<file path="config.mk">
export PLATFORM = sky130hd
export DESIGN_NAME = multdiv_sequencer_flat
export DESIGN_NICKNAME = d
export VERILOG_FILES = /design/src/rtl/multdiv_sequencer_pkg.sv /design/src/rtl/multdiv_sequencer_if.sv /design/src/rtl/multdiv_sequencer_cycle_counter.sv /design/src/rtl/multdiv_sequencer.sv /design/src/flat_wrapper.sv
export SDC_FILE = /design/constraint.sdc
export NUM_CORES = 1
export LEC_CHECK = 0
export BUFFER_PORTS_ARGS = -buffer_cell sky130_fd_sc_hd__buf_4
export CAP_MARGIN = 20
export CORE_ASPECT_RATIO = 1.25
export CORE_MARGIN = 2
export CORE_UTILIZATION = 30
export DETAILED_ROUTE_END_ITERATION = 12
export SYNTH_ARGS = -nofsm -noshare
export SYNTH_HDL_FRONTEND = slang
export SYNTH_HIERARCHICAL = 1
export SYNTH_SLANG_ARGS = --single-unit
</file>
<file path="constraint.sdc">
create_clock -name clk -period 2.9 [get_ports clk]
set_input_delay 0.58 -clock clk [delete_from_list [all_inputs] [get_ports clk]]
set_output_delay 0.58 -clock clk [all_outputs]
set_load 0.01 [all_outputs]
</file>
<file path="src/rtl/multdiv_sequencer_pkg.sv">
// Shared definitions for the mult/div sequencer: state encoding, op codes,
// and the counter-width helper used by the top and its counter.
package multdiv_defs;

  typedef enum logic [2:0] {
    IDLE  = 3'd0,
    CHECK = 3'd1,
    RUN   = 3'd2,
    WRITE = 3'd3,
    EXC   = 3'd4
  } state_t;

  localparam logic OP_MULT = 1'b0;
  localparam logic OP_DIV  = 1'b1;

  // Wide enough for the larger of the two reload values; never narrower than 1 bit.
  function automatic int counterWidth(input int multCycles, input int divCycles);
    int maxCycles;
    maxCycles = (multCycles > divCycles) ? multCycles : divCycles;
    return (maxCycles <= 1) ? 1 : $clog2(maxCycles);
  endfunction

endpackage

</file>
<file path="src/rtl/multdiv_sequencer_if.sv">
// Control-unit <-> sequencer signal bundle, plus the FSM state for observation.
interface multdiv_sequencer_if;
  import multdiv_defs::*;

  // Handshake: start is a one-cycle request honoured only while busy is low;
  // a request seen while busy is dropped, never queued. done or divZeroExc
  // pulses for one cycle to close an accepted request, and busy falls on the
  // next cycle, when a new start may already be presented.
  logic   start;
  logic   op;
  logic   abort;
  logic   divisorZero;
  logic   multOP;
  logic   divOP;
  logic   MultDiv;
  logic   HiLow;
  logic   busy;
  logic   done;
  logic   divZeroExc;
  state_t dbgState;

  modport master (
    output start, op, abort, divisorZero,
    input  multOP, divOP, MultDiv, HiLow, busy, done, divZeroExc, dbgState
  );

  modport slave (
    input  start, op, abort, divisorZero,
    output multOP, divOP, MultDiv, HiLow, busy, done, divZeroExc, dbgState
  );

endinterface

</file>
<file path="src/rtl/multdiv_sequencer_cycle_counter.sv">
// Loadable down-counter that parks at zero; only a load moves it off zero.
module cycle_counter #(
  parameter int WIDTH = 5
) (
  input  logic             clk,
  input  logic             reset,
  input  logic             load,
  input  logic [WIDTH-1:0] loadValue,
  input  logic             en,
  output logic             zero
);

  logic [WIDTH-1:0] count;

  always_ff @(posedge clk) begin
    if (reset) begin
      count <= '0;
    end else if (load) begin
      count <= loadValue;
    end else if (en && (count != '0)) begin
      count <= count - WIDTH'(1);
    end
  end

  assign zero = (count == '0);

endmodule

</file>
<file path="src/rtl/multdiv_sequencer.sv">
// Sequences one multiply or divide through the shared datapath and commits
// the result to HI/LO; outputs decode only from registered state.
module multdiv_sequencer
  import multdiv_defs::*;
#(
  parameter int MULT_CYCLES = 32,
  parameter int DIV_CYCLES  = 32
) (
  input logic                 clk,
  input logic                 reset,
  multdiv_sequencer_if.slave  bus
);

  localparam int CNT_W = counterWidth(MULT_CYCLES, DIV_CYCLES);
  localparam logic [CNT_W-1:0] MULT_LOAD = CNT_W'(MULT_CYCLES - 1);
  localparam logic [CNT_W-1:0] DIV_LOAD  = CNT_W'(DIV_CYCLES - 1);

  state_t           state;
  state_t           nextState;
  logic             opReg;
  logic             acceptStart;
  logic             cntLoad;
  logic [CNT_W-1:0] cntLoadValue;
  logic             cntEn;
  logic             cntZero;
  logic             multOP;
  logic             divOP;
  logic             hiLow;
  logic             done;
  logic             divZeroExc;

  cycle_counter #(.WIDTH(CNT_W)) u_counter (
    .clk       (clk),
    .reset     (reset),
    .load      (cntLoad),
    .loadValue (cntLoadValue),
    .en        (cntEn),
    .zero      (cntZero)
  );

  always_ff @(posedge clk) begin
    if (reset) begin
      state <= IDLE;
      opReg <= 1'b0;
    end else begin
      state <= nextState;
      if (acceptStart) begin
        opReg <= bus.op;
      end
    end
  end

  always_comb begin
    nextState    = state;
    acceptStart  = 1'b0;
    cntLoad      = 1'b0;
    cntLoadValue = '0;
    cntEn        = 1'b0;
    multOP       = 1'b0;
    divOP        = 1'b0;
    hiLow        = 1'b0;
    done         = 1'b0;
    divZeroExc   = 1'b0;

    case (state)
      IDLE: begin
        // abort outranks a simultaneous start
        if (bus.start && !bus.abort) begin
          acceptStart = 1'b1;
          if (bus.op == OP_DIV) begin
            nextState = CHECK;
          end else begin
            nextState    = RUN;
            cntLoad      = 1'b1;
            cntLoadValue = MULT_LOAD;
          end
        end
      end
      CHECK: begin
        if (bus.abort) begin
          nextState = IDLE;
        end else if (bus.divisorZero) begin
          nextState = EXC;
        end else begin
          nextState    = RUN;
          cntLoad      = 1'b1;
          cntLoadValue = DIV_LOAD;
        end
      end
      RUN: begin
        multOP = ~opReg;
        divOP  = opReg;
        if (bus.abort) begin
          nextState = IDLE;
        end else if (cntZero) begin
          nextState = WRITE;
        end else begin
          cntEn = 1'b1;
        end
      end
      WRITE: begin
        hiLow     = 1'b1;
        done      = 1'b1;
        nextState = IDLE;
      end
      EXC: begin
        divZeroExc = 1'b1;
        nextState  = IDLE;
      end
      default: begin
        nextState = IDLE;
      end
    endcase
  end

  assign bus.multOP     = multOP;
  assign bus.divOP      = divOP;
  assign bus.MultDiv    = opReg;
  assign bus.HiLow      = hiLow;
  assign bus.busy       = (state != IDLE);
  assign bus.done       = done;
  assign bus.divZeroExc = divZeroExc;
  assign bus.dbgState   = state;

endmodule
</file>
<file path="src/flat_wrapper.sv">
// flat-port wrapper written by rule: the top's interface ports become plain ports
module multdiv_sequencer_flat import multdiv_defs::*;
#(
  parameter int MULT_CYCLES = 32,
  parameter int DIV_CYCLES  = 32
)
  (clk, reset, bus_start, bus_op, bus_abort, bus_divisorZero, bus_multOP, bus_divOP, bus_MultDiv, bus_HiLow, bus_busy, bus_done, bus_divZeroExc, bus_dbgState);
  multdiv_sequencer_if bus_i ();
  input logic clk;
  input logic reset;
  input wire logic [$bits(bus_i.start)-1:0] bus_start;
  input wire logic [$bits(bus_i.op)-1:0] bus_op;
  input wire logic [$bits(bus_i.abort)-1:0] bus_abort;
  input wire logic [$bits(bus_i.divisorZero)-1:0] bus_divisorZero;
  output wire logic [$bits(bus_i.multOP)-1:0] bus_multOP;
  output wire logic [$bits(bus_i.divOP)-1:0] bus_divOP;
  output wire logic [$bits(bus_i.MultDiv)-1:0] bus_MultDiv;
  output wire logic [$bits(bus_i.HiLow)-1:0] bus_HiLow;
  output wire logic [$bits(bus_i.busy)-1:0] bus_busy;
  output wire logic [$bits(bus_i.done)-1:0] bus_done;
  output wire logic [$bits(bus_i.divZeroExc)-1:0] bus_divZeroExc;
  output wire logic [$bits(bus_i.dbgState)-1:0] bus_dbgState;
  assign bus_i.start = bus_start;
  assign bus_i.op = bus_op;
  assign bus_i.abort = bus_abort;
  assign bus_i.divisorZero = bus_divisorZero;
  assign bus_multOP = bus_i.multOP;
  assign bus_divOP = bus_i.divOP;
  assign bus_MultDiv = bus_i.MultDiv;
  assign bus_HiLow = bus_i.HiLow;
  assign bus_busy = bus_i.busy;
  assign bus_done = bus_i.done;
  assign bus_divZeroExc = bus_i.divZeroExc;
  assign bus_dbgState = bus_i.dbgState;
  multdiv_sequencer #(.MULT_CYCLES(MULT_CYCLES), .DIV_CYCLES(DIV_CYCLES)) u_core (.clk(clk), .reset(reset), .bus(bus_i));
endmodule
</file>
==> results.yml <==
status:
  outcome: "finished clean"
yosys:
  netlist_area_um2: 616.8
  avgSynthCellArea_um2: 8.450
  yosysUniqueCellTypes: 35
  ys_warn_count: 6
  synth_seq_cells: 9
  ys_top_cells_by_count: "dfxtp_1, nor2_1, inv_1, nand2_1, nor3_1"
  yosys.area.top_type_share: 0.2921
  synth_top_cell_by_area: "dfxtp_1"
  seq_area_frac_synth: 0.2921
  synth.most_common_cell: "dfxtp_1"
  synth_flop_cell: "dfxtp_1"
  synthArstFlopShare: 0
  yosys-top-cells-area: "dfxtp_1, a2111oi_4, nor2_1"
  synth_nets: 80
  synth_cells: 73
  synth-edff-count: 0
layout:
  num-nets-final: 97
  drive_above_1_share: 0.2809
  syn_to_final_growth_pct: 22.92
  n_antenna_cell: 0
  final-instance-count-excl-fill: 109
global_route:
  overflow: 0
  grt_max_degree: 16
  grt_usage: 0.1381
  grt_antenna_before_repair: 0
  grt_pass1_vias: 564
  grt_pass1_wl_um: 2415
sta:
  setup_viol: 0
  whs_ns: 0.5284
  finalMaxSlewViolations: 0
  rsz0062_at_grt: "false"
  worstMarginPinSlew_ns: 0.4654
  min_period_ns: 2.238
  hold_viol_final: 0
  fin_setup_tns_ns: 0
  timing.final.crit_share: 0.7716
  max_slew_margin: 0.6893
  max_freq_mhz: 446.9
  finalClockSkew_ns: 0.003680
cts:
  clk_pin_slew_worst_paths_ns: 0.06
  holdBufCountCts: 0
  cts_resized: 0
  clock_latency_ns: 0.26
  htree_levels: 1
  clock_path_buffers: 2
  numClockSinks: 9
  cts_setup_buffers: 0
  root_buffer: "clkbuf_4"
  cts_buffers: 3
  cts_tree: "yes"
critical_path:
  crit_path_end_kind: "register"
  r2r_cells: 9
  startpoint_type: "register"
  crit_arrival_ns: 2.40
  cp_max_fo: 8
  crit_type: "register to register"
  cp_slowest_cell: "dfxtp_1"
  crit_chain: "inv_1, ha_1, or4b_1, inv_1, nor4_1, buf_4, nand2_1, or3_1, a221oi_1"
  crit_path_frequent_cell: "inv_1"
  slowest_delay_ns: 0.34
  required_ns: 3.07
routing:
  drt_iter0_drc: 10
  vias: 613
  firstDrtPassIters: 4
  ant_nets: 0
  wl_um: 1400
  wl_per_cell_um: 12.84
  drc: 0
  vias_per_cell: 5.624
job:
  max_cap_viol_count: 0
die:
  rows: 18
  die_w_um: 44.56
  die_y_um: 54.70
  die-area_mm2: 0.002437
  io_pins: 16
  initial_core_util: 0.3148
  core_area_mm2: 0.001959
placed_design:
  io_buffers: 15
  dp.cells: 105
  routabilityCongestion: 0.7056
  hpwl_um: 1036
hold_path:
  hold_path.class: "register to register"
  min_path_cells: 2
power:
  power.leakage_nw: 0.2903
  peakVddDrop_mv: 0.2616
  powerDensity_mw_per_mm2: 434.8
## registers in the layout (all words and copies together), names as in the netlist
register / cells
u_core/bus.MultDiv: 1
u_core/bus.dbgState: 3
u_core/u_counter/count: 5
## cells in the final DEF (no fill, tap or decap), drive strengths merged, types with 3 or more instances in the layout
cell type and instances:
buf 17, dfxtp 9, nor2 7, inv 7
nor3 4, nand2 4, clkbuf 4, nor3b 3
a21oi 3, nor4 3
## per-stage QoR
step	util	setup WS, ns	total power, W	cell area, um2
2_1_floorplan	-	0.3210	0.0002113	616.8
3_3_place_gp	0.3736	0.7184	0.0002347	732.0
3_5_place_dp	0.3736	0.6530	0.0002359	732.0
4_1_cts	0.3870	0.6277	0.0003369	758.2
5_1_grt	0.3870	0.4354	0.0003524	758.2
6_report	0.3870	0.6622	0.0003297	758.2
## layer usage
metal  track usage  vias up  part of all wire
met5             0        -                 0
met4       0.09091        0             0.019
met3       0.01980        4             0.076
met2        0.2391       21              0.50
met1        0.1555      282              0.41
li1              -      306                 -
## kinds of logic after synthesis
group | share of synthesized area
and+or+nand+nor | 0.3022
AOI/OAI and AO/OA | 0.2820
adders and majority gates | 0.02028
DFF | 0.2921
buffers and inverters | 0.1034
## path summary, 6_finish.rpt
| check | slack (ns) | from | end |
|---|---|---|---|
| max | 0.66 | u_core/u_counter/count[0]$_SDFFE_PP0P_ | u_core/u_counter/count[2]$_SDFFE_PP0P_ |
| min | 0.53 | u_core/u_counter/count[4]$_SDFFE_PP0P_ | u_core/u_counter/count[4]$_SDFFE_PP0P_ |
| max reg2reg | 0.66 | u_core/u_counter/count[0]$_SDFFE_PP0P_ | u_core/u_counter/count[2]$_SDFFE_PP0P_ |
| min reg2reg | 0.53 | u_core/u_counter/count[4]$_SDFFE_PP0P_ | u_core/u_counter/count[4]$_SDFFE_PP0P_ |
## area by class of cell
cell class                 count  area, um2
fill                         213       1201
multi-input combinational     52      372.9
sequential                     9      180.2
inverter                       7      26.28
timing repair buffer          17      127.6
tap                           20      25.02
clock buffer                   4      26.28
## report_power, final
part / leakage (nW) / internal [W] / switching (W)
Clock: 0.0150 / 0.0000531 / 0.0000442
Sequential: 0.0732 / 0.000131 / 0.0000130
Combinational: 0.202 / 0.0000405 / 0.0000476
## worst max-delay path, delay by kind of cell (launching register included)
family | cells | cell delay (ns)
AND/OR/NAND/NOR | 4 | 0.99
flip-flops | 1 | 0.34
buffers and inverters | 3 | 0.37
adder cells (fa/ha/maj) | 1 | 0.20
AO/OA/AOI/OAI | 1 | 0.23
(Power assumes the default switching activity.)
